**src/rtl/multicycle_ctrl_pkg.sv**
```systemverilog
// ---------------------------------------------------------------
// ctrl_pkg : state, opcode and datapath-select codes for the core
// Rev 1.0
// ---------------------------------------------------------------
`default_nettype none

package ctrl_pkg;

  typedef enum logic [3:0] {
    RESET_ST      = 4'd0,
    FETCH         = 4'd1,
    FETCH_WAIT    = 4'd2,
    DECODE        = 4'd3,
    EXEC_R        = 4'd4,
    EXEC_I        = 4'd5,
    WB_ALU        = 4'd6,
    MEM_ADDR      = 4'd7,
    MEM_READ      = 4'd8,
    MEM_READ_WAIT = 4'd9,
    WB_LOAD       = 4'd10,
    MEM_WRITE     = 4'd11,
    BRANCH        = 4'd12,
    JAL           = 4'd13,
    LUI           = 4'd14,
    HALT          = 4'd15
  } state_t;

  typedef enum logic [2:0] {
    CLS_R, CLS_I, CLS_LOAD, CLS_STORE, CLS_BRANCH, CLS_JAL, CLS_LUI, CLS_ILLEGAL
  } instr_class_t;

  localparam logic [6:0] OP_R      = 7'b0110011;
  localparam logic [6:0] OP_IMM    = 7'b0010011;
  localparam logic [6:0] OP_LOAD   = 7'b0000011;
  localparam logic [6:0] OP_STORE  = 7'b0100011;
  localparam logic [6:0] OP_BRANCH = 7'b1100011;
  localparam logic [6:0] OP_JAL    = 7'b1101111;
  localparam logic [6:0] OP_LUI    = 7'b0110111;

  localparam logic [2:0] F3_ADD = 3'b000;
  localparam logic [2:0] F3_AND = 3'b111;
  localparam logic [2:0] F3_LD  = 3'b011;
  localparam logic [2:0] F3_SD  = 3'b111;
  localparam logic [2:0] F3_BEQ = 3'b000;
  localparam logic [2:0] F3_BNE = 3'b001;

  localparam logic [2:0] ALU_NOP = 3'b000;
  localparam logic [2:0] ALU_ADD = 3'b001;
  localparam logic [2:0] ALU_SUB = 3'b010;
  localparam logic [2:0] ALU_AND = 3'b011;

  localparam logic [1:0] WB_ALUOUT = 2'd0;
  localparam logic [1:0] WB_MDR    = 2'd1;
  localparam logic [1:0] WB_PC     = 2'd2;
  localparam logic [1:0] WB_IMM    = 2'd3;

  localparam logic [1:0] SRCA_PC    = 2'd0;
  localparam logic [1:0] SRCA_A     = 2'd1;
  localparam logic [1:0] SRCA_OLDPC = 2'd2;

  localparam logic [1:0] SRCB_B    = 2'd0;
  localparam logic [1:0] SRCB_FOUR = 2'd1;
  localparam logic [1:0] SRCB_IMM  = 2'd2;

  localparam logic [2:0] IMM_I = 3'd0;
  localparam logic [2:0] IMM_S = 3'd1;
  localparam logic [2:0] IMM_B = 3'd2;
  localparam logic [2:0] IMM_J = 3'd3;
  localparam logic [2:0] IMM_U = 3'd4;

endpackage

`default_nettype wire

```
**src/rtl/multicycle_ctrl_if.sv**
```systemverilog
// ---------------------------------------------------------------
// multicycle_ctrl_if : IR fields/flags in, datapath strobes out
// Rev 1.0
// ---------------------------------------------------------------
`default_nettype none

interface multicycle_ctrl_if;
  logic [6:0] OPCODE;
  logic [2:0] FUNCT3;
  logic       FUNCT7_5;
  logic       ZERO;
  logic       RESET_DP;
  logic       PC_WRITE;
  logic       PC_SRC;
  logic       LOAD_IR;
  logic       LOAD_AB;
  logic       LOAD_ALUOUT;
  logic       LOAD_MDR;
  logic       DMEM_WR;
  logic       REG_WRITE;
  logic [1:0] WB_SEL;
  logic [1:0] ALU_SRC_A;
  logic [1:0] ALU_SRC_B;
  logic [2:0] ALU_OP;
  logic [2:0] IMM_SEL;
  logic       INSTR_DONE;
  logic       ILLEGAL;
  logic [3:0] STATE;

  modport master (
    input  OPCODE, FUNCT3, FUNCT7_5, ZERO,
    output RESET_DP, PC_WRITE, PC_SRC, LOAD_IR, LOAD_AB, LOAD_ALUOUT, LOAD_MDR,
           DMEM_WR, REG_WRITE, WB_SEL, ALU_SRC_A, ALU_SRC_B, ALU_OP, IMM_SEL,
           INSTR_DONE, ILLEGAL, STATE
  );

  modport slave (
    output OPCODE, FUNCT3, FUNCT7_5, ZERO,
    input  RESET_DP, PC_WRITE, PC_SRC, LOAD_IR, LOAD_AB, LOAD_ALUOUT, LOAD_MDR,
           DMEM_WR, REG_WRITE, WB_SEL, ALU_SRC_A, ALU_SRC_B, ALU_OP, IMM_SEL,
           INSTR_DONE, ILLEGAL, STATE
  );
endinterface

`default_nettype wire

```
**src/rtl/multicycle_ctrl_decode.sv**
```systemverilog
// ---------------------------------------------------------------
// ctrl_decode : IR fields to instruction class, imm format, R-op
// Rev 1.0
// ---------------------------------------------------------------
`default_nettype none

module ctrl_decode
  import ctrl_pkg::*;
(
  input  logic [6:0]   opcode,
  input  logic [2:0]   funct3,
  input  logic         funct7_5,
  output instr_class_t iclass,
  output logic [2:0]   imm_sel,
  output logic [2:0]   r_alu_op,
  output logic         legal
);

  always_comb begin
    iclass   = CLS_ILLEGAL;
    imm_sel  = IMM_I;
    r_alu_op = ALU_ADD;
    unique case (opcode)
      OP_R: begin
        if (funct3 == F3_ADD) begin
          iclass   = CLS_R;
          r_alu_op = funct7_5 ? ALU_SUB : ALU_ADD;
        end else if (funct3 == F3_AND) begin
          iclass   = CLS_R;
          r_alu_op = ALU_AND;
        end
      end
      OP_IMM:    if (funct3 == F3_ADD) iclass = CLS_I;
      OP_LOAD:   if (funct3 == F3_LD)  iclass = CLS_LOAD;
      OP_STORE: begin
        imm_sel = IMM_S;
        if (funct3 == F3_SD) iclass = CLS_STORE;
      end
      OP_BRANCH: begin
        imm_sel = IMM_B;
        if (funct3 == F3_BEQ || funct3 == F3_BNE) iclass = CLS_BRANCH;
      end
      OP_JAL: begin
        imm_sel = IMM_J;
        iclass  = CLS_JAL;
      end
      OP_LUI: begin
        imm_sel = IMM_U;
        iclass  = CLS_LUI;
      end
      default: ;
    endcase
  end

  assign legal = (iclass != CLS_ILLEGAL);

endmodule

`default_nettype wire

```
**src/rtl/multicycle_ctrl.sv**
```systemverilog
// ---------------------------------------------------------------
// multicycle_ctrl : single FSM driving every datapath strobe/select
// Rev 1.0
// ---------------------------------------------------------------
`default_nettype none

module multicycle_ctrl
  import ctrl_pkg::*;
(
  input  logic CLK,
  input  logic RST,
  multicycle_ctrl_if.master bus
);

  state_t       state_q, state_d;
  instr_class_t iclass;
  logic [2:0]   dec_imm_sel;
  logic [2:0]   r_alu_op;
  logic         legal;
  logic         br_taken;

  ctrl_decode u_decode (
    .opcode   (bus.OPCODE),
    .funct3   (bus.FUNCT3),
    .funct7_5 (bus.FUNCT7_5),
    .iclass   (iclass),
    .imm_sel  (dec_imm_sel),
    .r_alu_op (r_alu_op),
    .legal    (legal)
  );

  // Async reset forces RESET_ST, so every strobe drops the moment RST falls.
  always_ff @(posedge CLK or negedge RST) begin
    if (!RST) state_q <= RESET_ST;
    else      state_q <= state_d;
  end

  assign br_taken = ((bus.FUNCT3 == F3_BEQ) &&  bus.ZERO) ||
                    ((bus.FUNCT3 == F3_BNE) && !bus.ZERO);

  always_comb begin
    state_d         = state_q;
    bus.RESET_DP    = 1'b0;
    bus.PC_WRITE    = 1'b0;
    bus.PC_SRC      = 1'b0;
    bus.LOAD_IR     = 1'b0;
    bus.LOAD_AB     = 1'b0;
    bus.LOAD_ALUOUT = 1'b0;
    bus.LOAD_MDR    = 1'b0;
    bus.DMEM_WR     = 1'b0;
    bus.REG_WRITE   = 1'b0;
    bus.WB_SEL      = WB_ALUOUT;
    bus.ALU_SRC_A   = SRCA_PC;
    bus.ALU_SRC_B   = SRCB_B;
    bus.ALU_OP      = ALU_NOP;
    bus.INSTR_DONE  = 1'b0;
    bus.ILLEGAL     = 1'b0;
    bus.STATE       = state_q;
    bus.IMM_SEL     = (state_q == RESET_ST) ? IMM_I : dec_imm_sel;

    unique case (state_q)
      RESET_ST: begin
        bus.RESET_DP = 1'b1;
        state_d      = FETCH;
      end
      FETCH: state_d = FETCH_WAIT;
      FETCH_WAIT: begin
        bus.LOAD_IR   = 1'b1;
        bus.PC_WRITE  = 1'b1;
        bus.ALU_SRC_B = SRCB_FOUR;
        bus.ALU_OP    = ALU_ADD;
        state_d       = DECODE;
      end
      DECODE: begin
        // Branch/jump target is precomputed here so BRANCH and JAL can use ALUOUT.
        bus.LOAD_AB     = 1'b1;
        bus.LOAD_ALUOUT = 1'b1;
        bus.ALU_SRC_A   = SRCA_OLDPC;
        bus.ALU_SRC_B   = SRCB_IMM;
        bus.ALU_OP      = ALU_ADD;
        unique case (iclass)
          CLS_R:                state_d = EXEC_R;
          CLS_I:                state_d = EXEC_I;
          CLS_LOAD, CLS_STORE:  state_d = MEM_ADDR;
          CLS_BRANCH:           state_d = BRANCH;
          CLS_JAL:              state_d = JAL;
          CLS_LUI:              state_d = LUI;
          default:              state_d = HALT;
        endcase
      end
      EXEC_R: begin
        bus.LOAD_ALUOUT = 1'b1;
        bus.ALU_SRC_A   = SRCA_A;
        bus.ALU_OP      = r_alu_op;
        state_d         = WB_ALU;
      end
      EXEC_I, MEM_ADDR: begin
        bus.LOAD_ALUOUT = 1'b1;
        bus.ALU_SRC_A   = SRCA_A;
        bus.ALU_SRC_B   = SRCB_IMM;
        bus.ALU_OP      = ALU_ADD;
        if (state_q == EXEC_I)         state_d = WB_ALU;
        else if (iclass == CLS_LOAD)   state_d = MEM_READ;
        else                           state_d = MEM_WRITE;
      end
      WB_ALU: begin
        bus.REG_WRITE  = 1'b1;
        bus.INSTR_DONE = 1'b1;
        state_d        = FETCH;
      end
      MEM_READ: state_d = MEM_READ_WAIT;
      MEM_READ_WAIT: begin
        bus.LOAD_MDR = 1'b1;
        state_d      = WB_LOAD;
      end
      WB_LOAD: begin
        bus.REG_WRITE  = 1'b1;
        bus.WB_SEL     = WB_MDR;
        bus.INSTR_DONE = 1'b1;
        state_d        = FETCH;
      end
      MEM_WRITE: begin
        bus.DMEM_WR    = 1'b1;
        bus.INSTR_DONE = 1'b1;
        state_d        = FETCH;
      end
      BRANCH: begin
        bus.ALU_SRC_A  = SRCA_A;
        bus.ALU_OP     = ALU_SUB;
        bus.PC_SRC     = 1'b1;
        bus.PC_WRITE   = br_taken;
        bus.INSTR_DONE = 1'b1;
        state_d        = FETCH;
      end
      JAL: begin
        bus.PC_WRITE   = 1'b1;
        bus.PC_SRC     = 1'b1;
        bus.REG_WRITE  = 1'b1;
        bus.WB_SEL     = WB_PC;
        bus.INSTR_DONE = 1'b1;
        state_d        = FETCH;
      end
      LUI: begin
        bus.REG_WRITE  = 1'b1;
        bus.WB_SEL     = WB_IMM;
        bus.INSTR_DONE = 1'b1;
        state_d        = FETCH;
      end
      HALT: bus.ILLEGAL = 1'b1;
      default: state_d = RESET_ST;
    endcase
  end

  logic unused_legal;
  assign unused_legal = legal;

endmodule

`default_nettype wire

```
**src/flat_wrapper.sv**
```systemverilog
// flat-port wrapper written by rule: the top's interface ports become plain ports
module multicycle_ctrl_flat import ctrl_pkg::*;
  (CLK, RST, bus_OPCODE, bus_FUNCT3, bus_FUNCT7_5, bus_ZERO, bus_RESET_DP, bus_PC_WRITE, bus_PC_SRC, bus_LOAD_IR, bus_LOAD_AB, bus_LOAD_ALUOUT, bus_LOAD_MDR, bus_DMEM_WR, bus_REG_WRITE, bus_WB_SEL, bus_ALU_SRC_A, bus_ALU_SRC_B, bus_ALU_OP, bus_IMM_SEL, bus_INSTR_DONE, bus_ILLEGAL, bus_STATE);
  multicycle_ctrl_if bus_i ();
  input  logic CLK;
  input  logic RST;
  input wire logic [$bits(bus_i.OPCODE)-1:0] bus_OPCODE;
  input wire logic [$bits(bus_i.FUNCT3)-1:0] bus_FUNCT3;
  input wire logic [$bits(bus_i.FUNCT7_5)-1:0] bus_FUNCT7_5;
  input wire logic [$bits(bus_i.ZERO)-1:0] bus_ZERO;
  output wire logic [$bits(bus_i.RESET_DP)-1:0] bus_RESET_DP;
  output wire logic [$bits(bus_i.PC_WRITE)-1:0] bus_PC_WRITE;
  output wire logic [$bits(bus_i.PC_SRC)-1:0] bus_PC_SRC;
  output wire logic [$bits(bus_i.LOAD_IR)-1:0] bus_LOAD_IR;
  output wire logic [$bits(bus_i.LOAD_AB)-1:0] bus_LOAD_AB;
  output wire logic [$bits(bus_i.LOAD_ALUOUT)-1:0] bus_LOAD_ALUOUT;
  output wire logic [$bits(bus_i.LOAD_MDR)-1:0] bus_LOAD_MDR;
  output wire logic [$bits(bus_i.DMEM_WR)-1:0] bus_DMEM_WR;
  output wire logic [$bits(bus_i.REG_WRITE)-1:0] bus_REG_WRITE;
  output wire logic [$bits(bus_i.WB_SEL)-1:0] bus_WB_SEL;
  output wire logic [$bits(bus_i.ALU_SRC_A)-1:0] bus_ALU_SRC_A;
  output wire logic [$bits(bus_i.ALU_SRC_B)-1:0] bus_ALU_SRC_B;
  output wire logic [$bits(bus_i.ALU_OP)-1:0] bus_ALU_OP;
  output wire logic [$bits(bus_i.IMM_SEL)-1:0] bus_IMM_SEL;
  output wire logic [$bits(bus_i.INSTR_DONE)-1:0] bus_INSTR_DONE;
  output wire logic [$bits(bus_i.ILLEGAL)-1:0] bus_ILLEGAL;
  output wire logic [$bits(bus_i.STATE)-1:0] bus_STATE;
  assign bus_i.OPCODE = bus_OPCODE;
  assign bus_i.FUNCT3 = bus_FUNCT3;
  assign bus_i.FUNCT7_5 = bus_FUNCT7_5;
  assign bus_i.ZERO = bus_ZERO;
  assign bus_RESET_DP = bus_i.RESET_DP;
  assign bus_PC_WRITE = bus_i.PC_WRITE;
  assign bus_PC_SRC = bus_i.PC_SRC;
  assign bus_LOAD_IR = bus_i.LOAD_IR;
  assign bus_LOAD_AB = bus_i.LOAD_AB;
  assign bus_LOAD_ALUOUT = bus_i.LOAD_ALUOUT;
  assign bus_LOAD_MDR = bus_i.LOAD_MDR;
  assign bus_DMEM_WR = bus_i.DMEM_WR;
  assign bus_REG_WRITE = bus_i.REG_WRITE;
  assign bus_WB_SEL = bus_i.WB_SEL;
  assign bus_ALU_SRC_A = bus_i.ALU_SRC_A;
  assign bus_ALU_SRC_B = bus_i.ALU_SRC_B;
  assign bus_ALU_OP = bus_i.ALU_OP;
  assign bus_IMM_SEL = bus_i.IMM_SEL;
  assign bus_INSTR_DONE = bus_i.INSTR_DONE;
  assign bus_ILLEGAL = bus_i.ILLEGAL;
  assign bus_STATE = bus_i.STATE;
  multicycle_ctrl u_core (.CLK(CLK), .RST(RST), .bus(bus_i));
endmodule
```
**config.mk**
```make
export PLATFORM = sky130hd
export DESIGN_NAME = multicycle_ctrl_flat
export DESIGN_NICKNAME = d
export VERILOG_FILES = /design/src/rtl/multicycle_ctrl_pkg.sv /design/src/rtl/multicycle_ctrl_if.sv /design/src/rtl/multicycle_ctrl_decode.sv /design/src/rtl/multicycle_ctrl.sv /design/src/flat_wrapper.sv
export SDC_FILE = /design/constraint.sdc
export NUM_CORES = 1
export LEC_CHECK = 0
export CORE_MARGIN = 4
export CORE_UTILIZATION = 37
export CTS_CLUSTER_SIZE = 28
export DETAILED_ROUTE_END_ITERATION = 8
export PLACE_DENSITY = 0.77
export SLEW_MARGIN = 10
export SYNTH_ARGS = -nofsm -noshare
export SYNTH_HDL_FRONTEND = slang
export SYNTH_SLANG_ARGS = --single-unit
```
**constraint.sdc**
```tcl
create_clock -name CLK -period 1.5 [get_ports CLK]
set_input_delay 0.15 -clock CLK [delete_from_list [all_inputs] [get_ports CLK]]
set_output_delay 0.15 -clock CLK [all_outputs]
set_load 0.02 [all_outputs]
```
==> results of run 1 <==
[synthesized netlist by cell type (all sizes together) (2+ instances only)]
library cell  instances  share of area (%)
o21ai                 5                2.9
a31oi                 3                2.2
clkbuf               11                4.9
nor4b                 3                3.1
a21oi                 7                4.1
nor3b                 2                1.8
and3                  4                2.9
nor3                  8                4.7
nand2b                5                3.7
a21o                  3                2.6
buf                   3                2.8
o31ai                 3                3.2
nor4                  5                5.4
nand3                 3                1.8
or4                   2                1.8
nor2                 15                6.6
nand4b                2                2.1
dfrtp                 4                 12
nor2b                 2                1.5
nand2                14                6.2
xor2                  3                3.1
a211oi                2                3.2
inv                   5                2.2
[metrics by stage]
stage,std cells,hold WS (ns),utilization [%]
after global placement,224,0.353,77.3
after floorplan,127,-0.146,-
after CTS,234,0.107,82.9
after detailed placement,224,0.370,77.3
[logic make-up after synthesis]
kind of cell	Yosys count	share of synthesized area [%]
AOI/OAI and AO/OA	31	27.2
xor gates and xnor gates	3	3.09
buffers and inverters	19	9.85
DFF	4	11.8
other	1	0.441
and+or+nand+nor	69	47.6
[repair_timing]
action,CTS
setup endpoints to repair,28
buffers inserted,7
resized for setup,169
pin swaps,6
==> run metrics, run 1 <==
TritonCTS Sinks=4; instance area at placement=1690 µm²; synthesized netlist cell count=127; IO Port Bufs=39; initial standard-cell utilization of the core=38.8%; Unique masters post-synth=42; number of warnings printed during yosys synthesis=0; HPWL after detailed placement=2860 µm; Seq/Total Area, Yosys=11.8%; number of buffers created by CTS=3; type of pin the worst path ends at=primary output; top flip-flop cell by instance count after synthesis=dfrtp_1; worst setup slack after placement=-0.685 ns; maximum number of pins on one net before global-route repair=9; number of cell rows=17; area of the mapped netlist=851 µm²; result of the run=did not finish; number of ports placed on the die boundary=41; count of hold buffers inserted by post-cts repair=0; die height=56.0 µm; last worst endpoint in the global-route repair_timing=bus_IMM_SEL[2]; average cell area after synthesis=6.70 µm²; async set-or-reset flop fraction in the synthesized netlist=100%; die extent in x=56.0 µm; error msg=[ERROR DPL-0033] detailed placement checks failed during check placement.; number of antenna violations at the first check in global routing=0; number of storage elements in the synthesis netlist=4; worst-case clock buffer depth=2; Post-Synthesis Net Count=141; last flow stage reached=global routing; number of synthesized flops with an enable pin=0; root cell of the clock tree=clkbuf_4; GP Congestion=0.904; maximum level of the CTS H-tree=1
==> inputs of run 2 (changes only) <==
- CORE_AREA: not set -> 4 4 65 67
- CORE_MARGIN: 4 -> not set
- CORE_UTILIZATION: 37 -> not set
- CTS_CLUSTER_SIZE: 28 -> not set
- DIE_AREA: not set -> 0 0 69 71
- PLACE_DENSITY: 0.77 -> not set
- PLACE_DENSITY_LB_ADDON: not set -> 0.15
- clock period: 1.5 -> 1.95 ns (I/O delays scaled with it)
==> run metrics, run 2 <==
highest fanout seen on the critical path=4; average cell area after synthesis=6.70 µm²; number of antenna violations at the first check in global routing=0; maximum number of pins on one net before global-route repair=17; endpoints failing hold=0; max_cap viols=0; cell breakdown of the critical path=clkdlybuf4s50_1 > buf_4 > xor2_1 > a21o_1 > a21o_1 > dlygate4sd2_1; post-synthesis compound-gate area fraction=27.2%; pwr dens=1140 nW/µm²; logic gate share of total power=79.7%; top cell types by occurrence after synthesis=15 x nor2_1, 14 x nand2_1, 11 x clkbuf_1, 8 x nor3_1, 7 x a21oi_1; number of cell rows=22; leakage power=0.834 nW; share of the synthesized netlist area taken by xor and xnor gates=3.09%; Unique masters post-synth=42; post-CTS clock slew at the launch and capture registers of the worst setup and hold paths=0.03 ns; Crit-path slowest cell=clkdlybuf4s50_1; wire length per cell=12.7 µm; number of warnings printed during yosys synthesis=0; Finished Layout Cells=238; top flip-flop cell by instance count after synthesis=dfrtp_1; Core ar.=3630 µm²; Final #Nets=206; Pins Over Slew Limit=0; Post-Route Skew=0.00618 ns; simple-gate area share of the yosys netlist=47.6%; total instance count after detailed placement=235; sw frac=49.3%; VDD IR-drop max=0.000326 V; die outline area=4900 µm²; data arrival time of the worst path=1.66 ns; GP Congestion=0.751; most common cell after layout, fill and taps aside=buf_4; instance area at placement=1540 µm²; async set-or-reset flop fraction in the synthesized netlist=100%; number of global-route vias before repair=1,141; Largest register FFs=4; Seq/Total Area, Yosys=11.8%; remaining antenna violation count after routing=0; final period utilization=95.1%; number of failing setup endpoints in the final timing report=0; total track usage=12.4%; category of the worst setup path capture point=output pin; Clock Latency Late Sink=0.22 ns; startpoint kind of the worst setup timing path=input port; maximum level of the CTS H-tree=1; worst setup slack after placement=-0.353 ns; die height=71 µm; RSZ-0062 raised after global routing=false; global-route congestion overflow total=0; class of the most critical setup path=in2out; number of ports placed on the die boundary=41; global-route wire length before repair=5180 µm; post-route design area=1610 µm²; Int Power=930 µW; TritonCTS clock tree=built; final total power=1.83 mW; multiplexer share of the synthesized area=0%; most frequent cells in the layout=31 x buf_4, 19 x dlygate4sd2_1, 14 x nand2_1, 14 x nor2_1, 11 x clkdlybuf4s50_1; count of hold buffers inserted by post-cts repair=0; sequential cell fraction of total power=10.5%; most used standard cell by instance count after synthesis=nor2_1; largest family of logic cells by synthesized area=simple AND/OR/NAND/NOR gates; die extent in x=69 µm; 1st-iter DRT viols=24; number of remaining DRC errors=0; WP data required=1.75 ns; clock share of power=9.7%; routed wire length=3020 µm; initial standard-cell utilization of the core=23.4%; Via Count=1,142; Post-Synthesis Net Count=141; Via-to-Cell Ratio=4.80; n_diodes=0; number of buffers created by CTS=3; post-synthesis to final-layout area growth=89.6%; cell type with the largest total area after synthesis=dfrtp_1; dominant cell type by count on the critical path=a21o_1; Hold WC Path Type=in2async; result of the run=completed; leading cell types by total area after synthesis=dfrtp_1 12%, nor2_1 6.6%, nand2_1 6.2%; number of optimization iterations in the first detailed-route pass=4; post-synthesis adder-cell area fraction=0%; setup TNS after final layout=0 ns; TritonCTS Sinks=4; smallest setup slack after layout=0.0957 ns; number of storage elements in the synthesis netlist=4; IO Port Bufs=39; largest stage delay on the critical path=0.47 ns; synthesized netlist cell count=127; fmax=0.539 GHz; number of synthesized flops with an enable pin=0; Synth top area share=11.8%; switching power total=905 µW; HPWL after detailed placement=2430 µm; Filler Cells Inserted=388; root cell of the clock tree=clkbuf_8; area of the mapped netlist=851 µm²; layout cell share with drive strength beyond 1=26.8%; shortest period the worst path allows=1.85 ns; worst-case clock buffer depth=2
-- run 2: cell counts after synthesis --
No cell type changed its count.
-- run 2: timing repair --
action / in CTS / in global routing
endpoints found under the setup margin: 20 / 10
gates resized for setup: 23 / 14
hold endpoints to repair: 0 / 0
setup buffers: 0 / 0
pin swaps: 0 / 4
-- run 2: critical path: cells and delay by family --
kind,cells,cell delay [ns]
xor gates and xnor gates,1,0.15
buffers and inverters,3,0.95
AOI/OAI and AO/OA,2,0.36
-- run 2: cell type report --
cell class	instances	area, µm²	area share, %
Tap cell	48	60.1	3.72
Clock buffer	3	41.3	2.56
Inverter	5	18.8	1.16
Multi-Input combinational cell	104	707	43.8
Sequential cell	4	101	6.28
Timing Repair Buffer	74	684	42.4
-- run 2: cells by family (layout without fill, tap and decap cells) --
group	Yosys count	after routing
other	1	1
XOR/XNOR	3	3
AO/OA/AOI/OAI	31	31
buffers and inverters	19	82
flip-flops	4	4
AND/OR/NAND/NOR	69	69
-- run 2: power groups by stage --
stage,combinational (mW),clock (mW),sequential [mW]
after floorplan,0.792,0,0.216
after global placement,1.55,0,0.190
after detailed placement,1.56,0,0.191
after CTS,1.48,0.184,0.195
after global routing,1.60,0.195,0.202
final,1.46,0.178,0.194
-- run 2: per-layer routing --
metal  share of wire (%)  vias up  wire, µm  global-route usage [%]
li1                    -      589         -                       -
met1                  42      509      1280                    13.8
met2                  49       38      1490                    22.6
met3                 6.5        6       198                    3.13
met4                 2.0        0        59                    5.21
met5                   0        -         0                       0
-- run 2: worst paths after layout --
path                            cells past startpoint                  end  slack, ns           startpoint
worst max-delay path                                6         bus_PC_WRITE        0.1        bus_FUNCT3[0]
worst min register to register                      2  u_core.bus.STATE[0]       0.72  u_core.bus.STATE[0]
worst min-delay path                                1  u_core.bus.STATE[3]       0.17                  RST
worst max register to register                      6  u_core.bus.STATE[0]       0.20  u_core.bus.STATE[3]
min in group CLK                                    6  u_core.bus.STATE[0]       0.68        bus_OPCODE[6]
max in group asynchronous                           1  u_core.bus.STATE[0]       1.60                  RST
-- run 2: stage by stage --
step	hold WS, ns	utilization (%)
6_report	0.170	44.4
5_1_grt	0.190	44.4
4_1_cts	0.170	43.4
3_5_place_dp	0.406	42.3
3_3_place_gp	0.399	42.3
2_1_floorplan	-0.101	-
Power figures use the tool's default switching activity.
